--- src/rtl/tlb_entry_array.sv ---
// Fully-associative TLB storage: one write port (TLBWI), one read port (TLBR),
// and two independent combinational lookup ports (fetch s0, memory/TLBP s1).
module tlb_entry_array #(
  parameter int TLBNUM = 16,
  parameter int IDX_W  = 4
) (
  input  logic             clk,
  input  logic             reset,
  // fetch lookup
  input  logic [18:0]      s0_vpn2,
  input  logic             s0_odd_page,
  input  logic [7:0]       s0_asid,
  output logic             s0_found,
  output logic [IDX_W-1:0] s0_index,
  output logic [19:0]      s0_pfn,
  output logic [2:0]       s0_c,
  output logic             s0_d,
  output logic             s0_v,
  // memory / TLBP lookup
  input  logic [18:0]      s1_vpn2,
  input  logic             s1_odd_page,
  input  logic [7:0]       s1_asid,
  output logic             s1_found,
  output logic [IDX_W-1:0] s1_index,
  output logic [19:0]      s1_pfn,
  output logic [2:0]       s1_c,
  output logic             s1_d,
  output logic             s1_v,
  // write port
  input  logic             we,
  input  logic [IDX_W-1:0] w_index,
  input  logic [18:0]      w_vpn2,
  input  logic [7:0]       w_asid,
  input  logic             w_g,
  input  logic [19:0]      w_pfn0,
  input  logic [2:0]       w_c0,
  input  logic             w_d0,
  input  logic             w_v0,
  input  logic [19:0]      w_pfn1,
  input  logic [2:0]       w_c1,
  input  logic             w_d1,
  input  logic             w_v1,
  // read port
  input  logic [IDX_W-1:0] r_index,
  output logic [18:0]      r_vpn2,
  output logic [7:0]       r_asid,
  output logic             r_g,
  output logic [19:0]      r_pfn0,
  output logic [2:0]       r_c0,
  output logic             r_d0,
  output logic             r_v0,
  output logic [19:0]      r_pfn1,
  output logic [2:0]       r_c1,
  output logic             r_d1,
  output logic             r_v1
);

  typedef struct packed {
    logic [18:0] vpn2;
    logic [7:0]  asid;
    logic        g;
    logic [19:0] pfn0;
    logic [2:0]  c0;
    logic        d0;
    logic        v0;
    logic [19:0] pfn1;
    logic [2:0]  c1;
    logic        d1;
    logic        v1;
  } entry_t;

  typedef struct packed {
    logic             found;
    logic [IDX_W-1:0] index;
    logic [19:0]      pfn;
    logic [2:0]       c;
    logic             d;
    logic             v;
  } lookup_t;

  entry_t tlb [TLBNUM];
  entry_t w_entry;

  assign w_entry = '{vpn2: w_vpn2, asid: w_asid, g: w_g,
                     pfn0: w_pfn0, c0: w_c0, d0: w_d0, v0: w_v0,
                     pfn1: w_pfn1, c1: w_c1, d1: w_d1, v1: w_v1};

  // NOTE: this storage array is reset on purpose: software relies on a
  // known all-zero TLB after reset, so it cannot map onto a plain RAM macro.
  always_ff @(posedge clk or posedge reset) begin
    if (reset) begin
      for (int i = 0; i < TLBNUM; i++) begin
        // NOTE: non-blocking so every reader sees pre-edge contents this cycle.
        tlb[i] <= '0;
      end
    end else if (we) begin
      tlb[w_index] <= w_entry;
    end
  end

  // Walk from the top so the lowest matching index is the last to win.
  function automatic lookup_t lookup(input entry_t tab [TLBNUM],
                                     input logic [18:0] vpn2,
                                     input logic odd,
                                     input logic [7:0] asid);
    // NOTE: result is fully defaulted before the loop, so no path leaves it
    // unassigned and no latch is inferred in the callers' combinational logic.
    lookup_t res;
    res = '0;
    for (int i = TLBNUM - 1; i >= 0; i--) begin
      if (tab[i].vpn2 == vpn2 && (tab[i].g || tab[i].asid == asid)) begin
        res.found = 1'b1;
        res.index = IDX_W'(i);
        res.pfn   = odd ? tab[i].pfn1 : tab[i].pfn0;
        res.c     = odd ? tab[i].c1   : tab[i].c0;
        res.d     = odd ? tab[i].d1   : tab[i].d0;
        res.v     = odd ? tab[i].v1   : tab[i].v0;
      end
    end
    return res;
  endfunction

  lookup_t s0_res, s1_res;

  assign s0_res = lookup(tlb, s0_vpn2, s0_odd_page, s0_asid);
  assign s1_res = lookup(tlb, s1_vpn2, s1_odd_page, s1_asid);

  assign s0_found = s0_res.found;
  assign s0_index = s0_res.index;
  assign s0_pfn   = s0_res.pfn;
  assign s0_c     = s0_res.c;
  assign s0_d     = s0_res.d;
  assign s0_v     = s0_res.v;

  assign s1_found = s1_res.found;
  assign s1_index = s1_res.index;
  assign s1_pfn   = s1_res.pfn;
  assign s1_c     = s1_res.c;
  assign s1_d     = s1_res.d;
  assign s1_v     = s1_res.v;

  // Read port shows stored state only; no write bypass.
  assign r_vpn2 = tlb[r_index].vpn2;
  assign r_asid = tlb[r_index].asid;
  assign r_g    = tlb[r_index].g;
  assign r_pfn0 = tlb[r_index].pfn0;
  assign r_c0   = tlb[r_index].c0;
  assign r_d0   = tlb[r_index].d0;
  assign r_v0   = tlb[r_index].v0;
  assign r_pfn1 = tlb[r_index].pfn1;
  assign r_c1   = tlb[r_index].c1;
  assign r_d1   = tlb[r_index].d1;
  assign r_v1   = tlb[r_index].v1;

endmodule

--- config.mk ---
export PLATFORM = sky130hd
export DESIGN_NAME = tlb_entry_array
export DESIGN_NICKNAME = d
export VERILOG_FILES = /design/src/rtl/tlb_entry_array.sv
export SDC_FILE = /design/constraint.sdc
export NUM_CORES = 2
export LEC_CHECK = 0
export BUFFER_PORTS_ARGS = -buffer_cell sky130_fd_sc_hd__clkbuf_2
export CORE_MARGIN = 1
export CORE_UTILIZATION = 24
export CTS_CLUSTER_SIZE = 12
export DETAILED_ROUTE_END_ITERATION = 12
export REMOVE_ABC_BUFFERS = 1
export SETUP_SLACK_MARGIN = 0.1
export SLEW_MARGIN = 20
export SYNTH_ARGS = -nofsm -noshare
export SYNTH_HDL_FRONTEND = slang
export SYNTH_SLANG_ARGS = --single-unit
--- constraint.sdc ---
create_clock -name clk -period 46.1 [get_ports clk]
set_input_delay 9.22 -clock clk [delete_from_list [all_inputs] [get_ports clk]]
set_output_delay 9.22 -clock clk [all_outputs]
set_load 0.01 [all_outputs]
Word level (Yosys, flattened, before mapping)
Cells that the tools add are included.
- flip-flop bits (word level): 1248
- output and inout bits: 138
- magnitude comparators: 3
- equality and inequality tests: 64
- muxes and demuxes: 166
- bitwise logic cells: 2
- reduce and logical (&&, ||, !) cells: 65
- operator list (operator ; number):
    1248-bit bitwise mux ; 1
    30-bit 2-to-1 mux ; 32
    20-bit 2-to-1 mux ; 32
    19-bit equality test ; 32
    78-bit binary-select mux with 4-bit select ; 1
    78-bit demux with 4-bit select ; 1
    8-bit equality test ; 32
    78-bit 2-to-1 mux ; 3
    3-bit 2-to-1 mux ; 32
    1-bit 2-to-1 mux ; 64
    1-bit logical AND ; 33
    1-bit logical OR ; 32
    5-bit >= comparator, second input constant ; 2
    4-bit inverter with 5-bit output ; 2
    5-bit by 1-bit less-than comparator with 1-bit output, second input constant ; 1

Logic depth before layout (Yosys ltp)
- depth in word-level cells: 19
- gate-level depth with buffers: 13
- depth with buffers taken out: 9

Worst setup path after synthesis
OpenSTA, ideal clock, no wires.
- kind: input to output
- start point: in s0_vpn2[10]
- end point: out s0_index[3]
- arrival: 11.529 ns
- slack: 25.351 ns
- cell stages on the path: 11
- path buffers: 4
- path through: buf_2 > buf_2 > xor2_1 > nor4_1 > nand4_1 > or3_1 > and2_1 > buf_2 > buf_2 > and3_1 > nor4_1
- cells in the longest elaborated chain, start to end: 18
- RTL lines (element ; line ; source):
    from (decl) ; 10 ; input logic [18:0] s0_vpn2,
    19-bit equality test ; 111 ; if (tab[i].vpn2 == vpn2 && (tab[i].g || tab[i].asid == asid)) begin
    1-bit logical AND ; 111 ;
    30-bit 2-to-1 mux (15 in a row) ; 111 ;
    30-bit 2-to-1 mux (*) ; 111 ;
    to (decl) ; 14 ; output logic [IDX_W-1:0] s0_index,
Mark *: on every way between the ends. The rest lies on a longest branch, timed or not.

Worst setup path in the final report
- start point: in s1_vpn2[14]
- end point: out s1_pfn[7]
- cells in the longest elaborated chain, start to end: 18
- RTL lines (element ; line ; source):
    from (decl) ; 20 ; input logic [18:0] s1_vpn2,
    19-bit equality test ; 111 ;
    1-bit logical AND ; 111 ;
    30-bit 2-to-1 mux (15 in a row) ; 111 ;
    30-bit 2-to-1 mux (*) ; 111 ;
    to (decl) ; 25 ; output logic [19:0] s1_pfn,
Marks and branches as above.

==> summary.txt <==
Logic synthesis
  – Post-synth EDFFs: 0
  – Synth unique cells: 60
  – Post-synth ARST share: 1.00
  – Flops & latches, synth: 1248
  – Seq/Total Area, Yosys: 0.379
  – Most common flop cell mapped by yosys: dfrtp_1
  – Synthesized area: 82400 um2
  – Synth Area in Compound Gates: 0.0664
  – XOR/XNOR share of the synthesized area: 0.0919
  – Mapped Cells: around 6800
  – Simple-gate share of the synthesized area: 0.0593
  – Synth warnings: 0
  – Avg Synthesized Cell Area: 12.2 um2
  – Post-Synth Adder-Cell Area: 0
  – Largest family of logic cells by synthesized area: multiplexers
  – Post-synthesis mux area share: 0.366

Floorplanning
  – Placement row count: 214
  – Die X-Extent: 588 um
  – Io pins: 283
  – Die outline height: 588 um
  – Die area: 346000 um2
  – Initial core utilization: 0.242
  – Core Footprint: 341000 um2

Placement
  – Gpl congestion: 0.946
  – Port-buffer cells: 282
  – Post-Place Cell Area: 87900 um2
  – Hpwl dp: 228000 um

Clock tree
  – CTS tree: yes
  – Total CTS buffers: around 140
  – Worst-path clk slew: 0.07 ns
  – Sink Count: 1248
  – Post-CTS sizing: 0
  – Clk root buf: clkbuf_16
  – Htree depth: 4
  – Maximum root-to-sink buffer count: 4
  – # hold bufs at CTS: 0
  – Post-CTS setup buffer count: 0
  – Clock latency on the worst-skew pair: 0.81 ns

Global routing
  – GRT overflow: 0
  – First-pass GRT wire length: 485000 um
  – Busiest grt layer: met2
  – Met1 usage: 0.257
  – Met2 global-route usage: 0.292
  – Antenna violations before repair: 55
  – Vias in the first global route: 63274
  – Gr usage total: 0.192
  – Met3 usage: 0.0510
  – Largest net degree at the start of global routing: between 150 and 200

Final layout
  – Largest register FFs: between 1000 and 1500
  – Finished Cell Area: 92300 um2
  – Most flops, register: tlb
  – Area grow syn2layout: 12.0%
  – Nets: 6799
  – Fillers: ~35000
  – Share of cells above drive strength 1: 0.386
  – Regs by FF count: tlb: 1248 flops

Routing
  – WL/cell: 30.5 um
  – Initial drt markers: about 8000
  – Initial DRT Pass Iterations: 8
  – Post-Route WL: 344000 um
  – Post-route DRC: 0
  – Routed via count: 63041
  – Antenna Nets Post-Route: 0
  – Vias per cell: 5.59

Hold path
  – Hold Path Class: flip-flop to flip-flop

STA
  – Final period utilization: 0.515
  – Least-Margin Pin Slew: roughly 1.2 ns
  – RSZ-0062 raised after global routing: no
  – Slew Viols, Final: 0
  – Worst hold slack: about 0.55 ns
  – Setup Skew: 0 ns
  – Setup TNS: 0 ns
  – Max_slew headroom: 0.190
  – Max frequency: around 42 MHz
  – Setup-failing EPs final: 0
  – Min Tclk post-route: around 24 ns
  – Final Hold Vio Count: 0

Worst setup path
  – CP max stage cell: nor4_1
  – Max incr delay on CP: 0.85 ns
  – Cell Chain, Critical Path: clkbuf_2 > xor2_1 > nor4_1 > nand4_1 > buf_4 > nor3_1 > or3b_2 > buf_4 > a211oi_1 > o311a_1 > a211oi_2 > clkbuf_2
  – WS Path Type: primary input to output port
  – CP Launch Type: primary input
  – Critical path arrival: 14.51 ns
  – Worst setup EP type: output port
  – Critical Path RT: 36.88 ns
  – Max FO, Critical Path: 26

Pwr
  – Leakage power: 37.5 nW
  – Power Dens Cells: 42.3 nW/um2
  – Pwr Total: approximately 3.9 mW
  – Peak VDD IR: around 0.027 mV

Run
  – Max-Cap Viols: 0

Status
  – Status: completed
-- area by class of cell --
cell class	count	area, um2	share of cell area
Sequential cell	1248	31200	0.338
Multi-Input combinational cell	4834	48400	0.524
Antenna cell	10	25.0	0.000271
Inverter	7	33.8	0.000366
Clock inverter	23	208	0.00225
Tap cell	4536	5680	0.0615
Clock buffer	199	4150	0.0450
Timing Repair Buffer	420	2590	0.0281
-- cells in the mapped netlist (48+ instances only) --
master	n	area share
buf_2	101	0.0061
xnor2_1	153	0.016
nor2_1	135	0.0061
nand3_1	107	0.0065
a221oi_1	75	0.0080
mux2i_1	476	0.058
a22oi_1	50	0.0046
mux4_2	390	0.11
xor2_1	710	0.075
nor4_1	227	0.017
dfrtp_1	1248	0.38
a21oi_1	135	0.0082
nand4_1	93	0.0071
buf_6	48	0.0066
mux2_2	1472	0.20
o22ai_1	50	0.0038
buf_1	76	0.0035
a211oi_1	153	0.014
clkbuf_1	413	0.019
nor2b_1	106	0.0080
nand2_1	144	0.0066
-- per-stage QoR --
| stage | util | setup WS (ns) | cells |
|---|---|---|---|
| 2_1_floorplan | - | 1.71 | 6089 |
| 3_3_place_gp | 0.258 | 22.60 | 11043 |
| 3_5_place_dp | 0.258 | 22.63 | 11043 |
| 4_1_cts | 0.271 | 22.61 | 11265 |
| 5_1_grt | 0.271 | 22.35 | 11270 |
| 6_report | 0.271 | 22.37 | 11277 |
-- cell usage in the layout, fill, tap and decap left out, types with 133 or more instances in the layout --
cell          n
clkbuf_2    276
mux2i_1     476
clkbuf_16   147
nor4_1      224
xnor2_1     153
a211oi_1    153
dfrtp_1    1248
a21oi_1     133
mux2_2     1472
xor2_1      710
mux4_2      390
nand2_1     141
-- worst max-delay path: cells and delay by family --
family | cells | cell delay, ns
simple gates | 4 | 1.97
xor+xnor | 1 | 0.29
buf+inv | 4 | 1.73
compound gates | 3 | 1.20
-- metal layers --
layer	vias up	part of all wire
met2	3946	0.44
met3	869	0.10
met5	-	0.00033
li1	25193	-
met4	20	0.049
met1	33013	0.41
-- final timing paths --
path	start	to	slack, ns	cells after the start
min in group asynchronous	reset	tlb[941]	8.63	2
setup reg to reg	tlb[300]	tlb[300]	45.03	1
setup / recovery	s1_vpn2[14]	s1_pfn[7]	22.37	12
max in group asynchronous	reset	tlb[1078]	33.48	6
hold / removal	tlb[202]	tlb[202]	0.55	1
hold reg to reg	tlb[202]	tlb[202]	0.55	1
-- report_power, final --
| part | switching [mW] | total (mW) | internal, mW |
|---|---|---|---|
| Clock | 0.482 | 1.12 | 0.640 |
| Sequential | 0.358 | 1.71 | 1.35 |
| Combinational | 0.516 | 1.08 | 0.560 |
-- cell families (layout without fill, tap and decap cells) --
kind of cell,after synthesis,after routing
DFF,1248,1248
buffers and inverters,673,649
AOI/OAI and AO/OA,729,729
muxes,2338,2338
other,0,10
and+or+nand+nor,903,903
xor gates and xnor gates,864,864
Note: power is estimated with default switching activity, not from simulation.
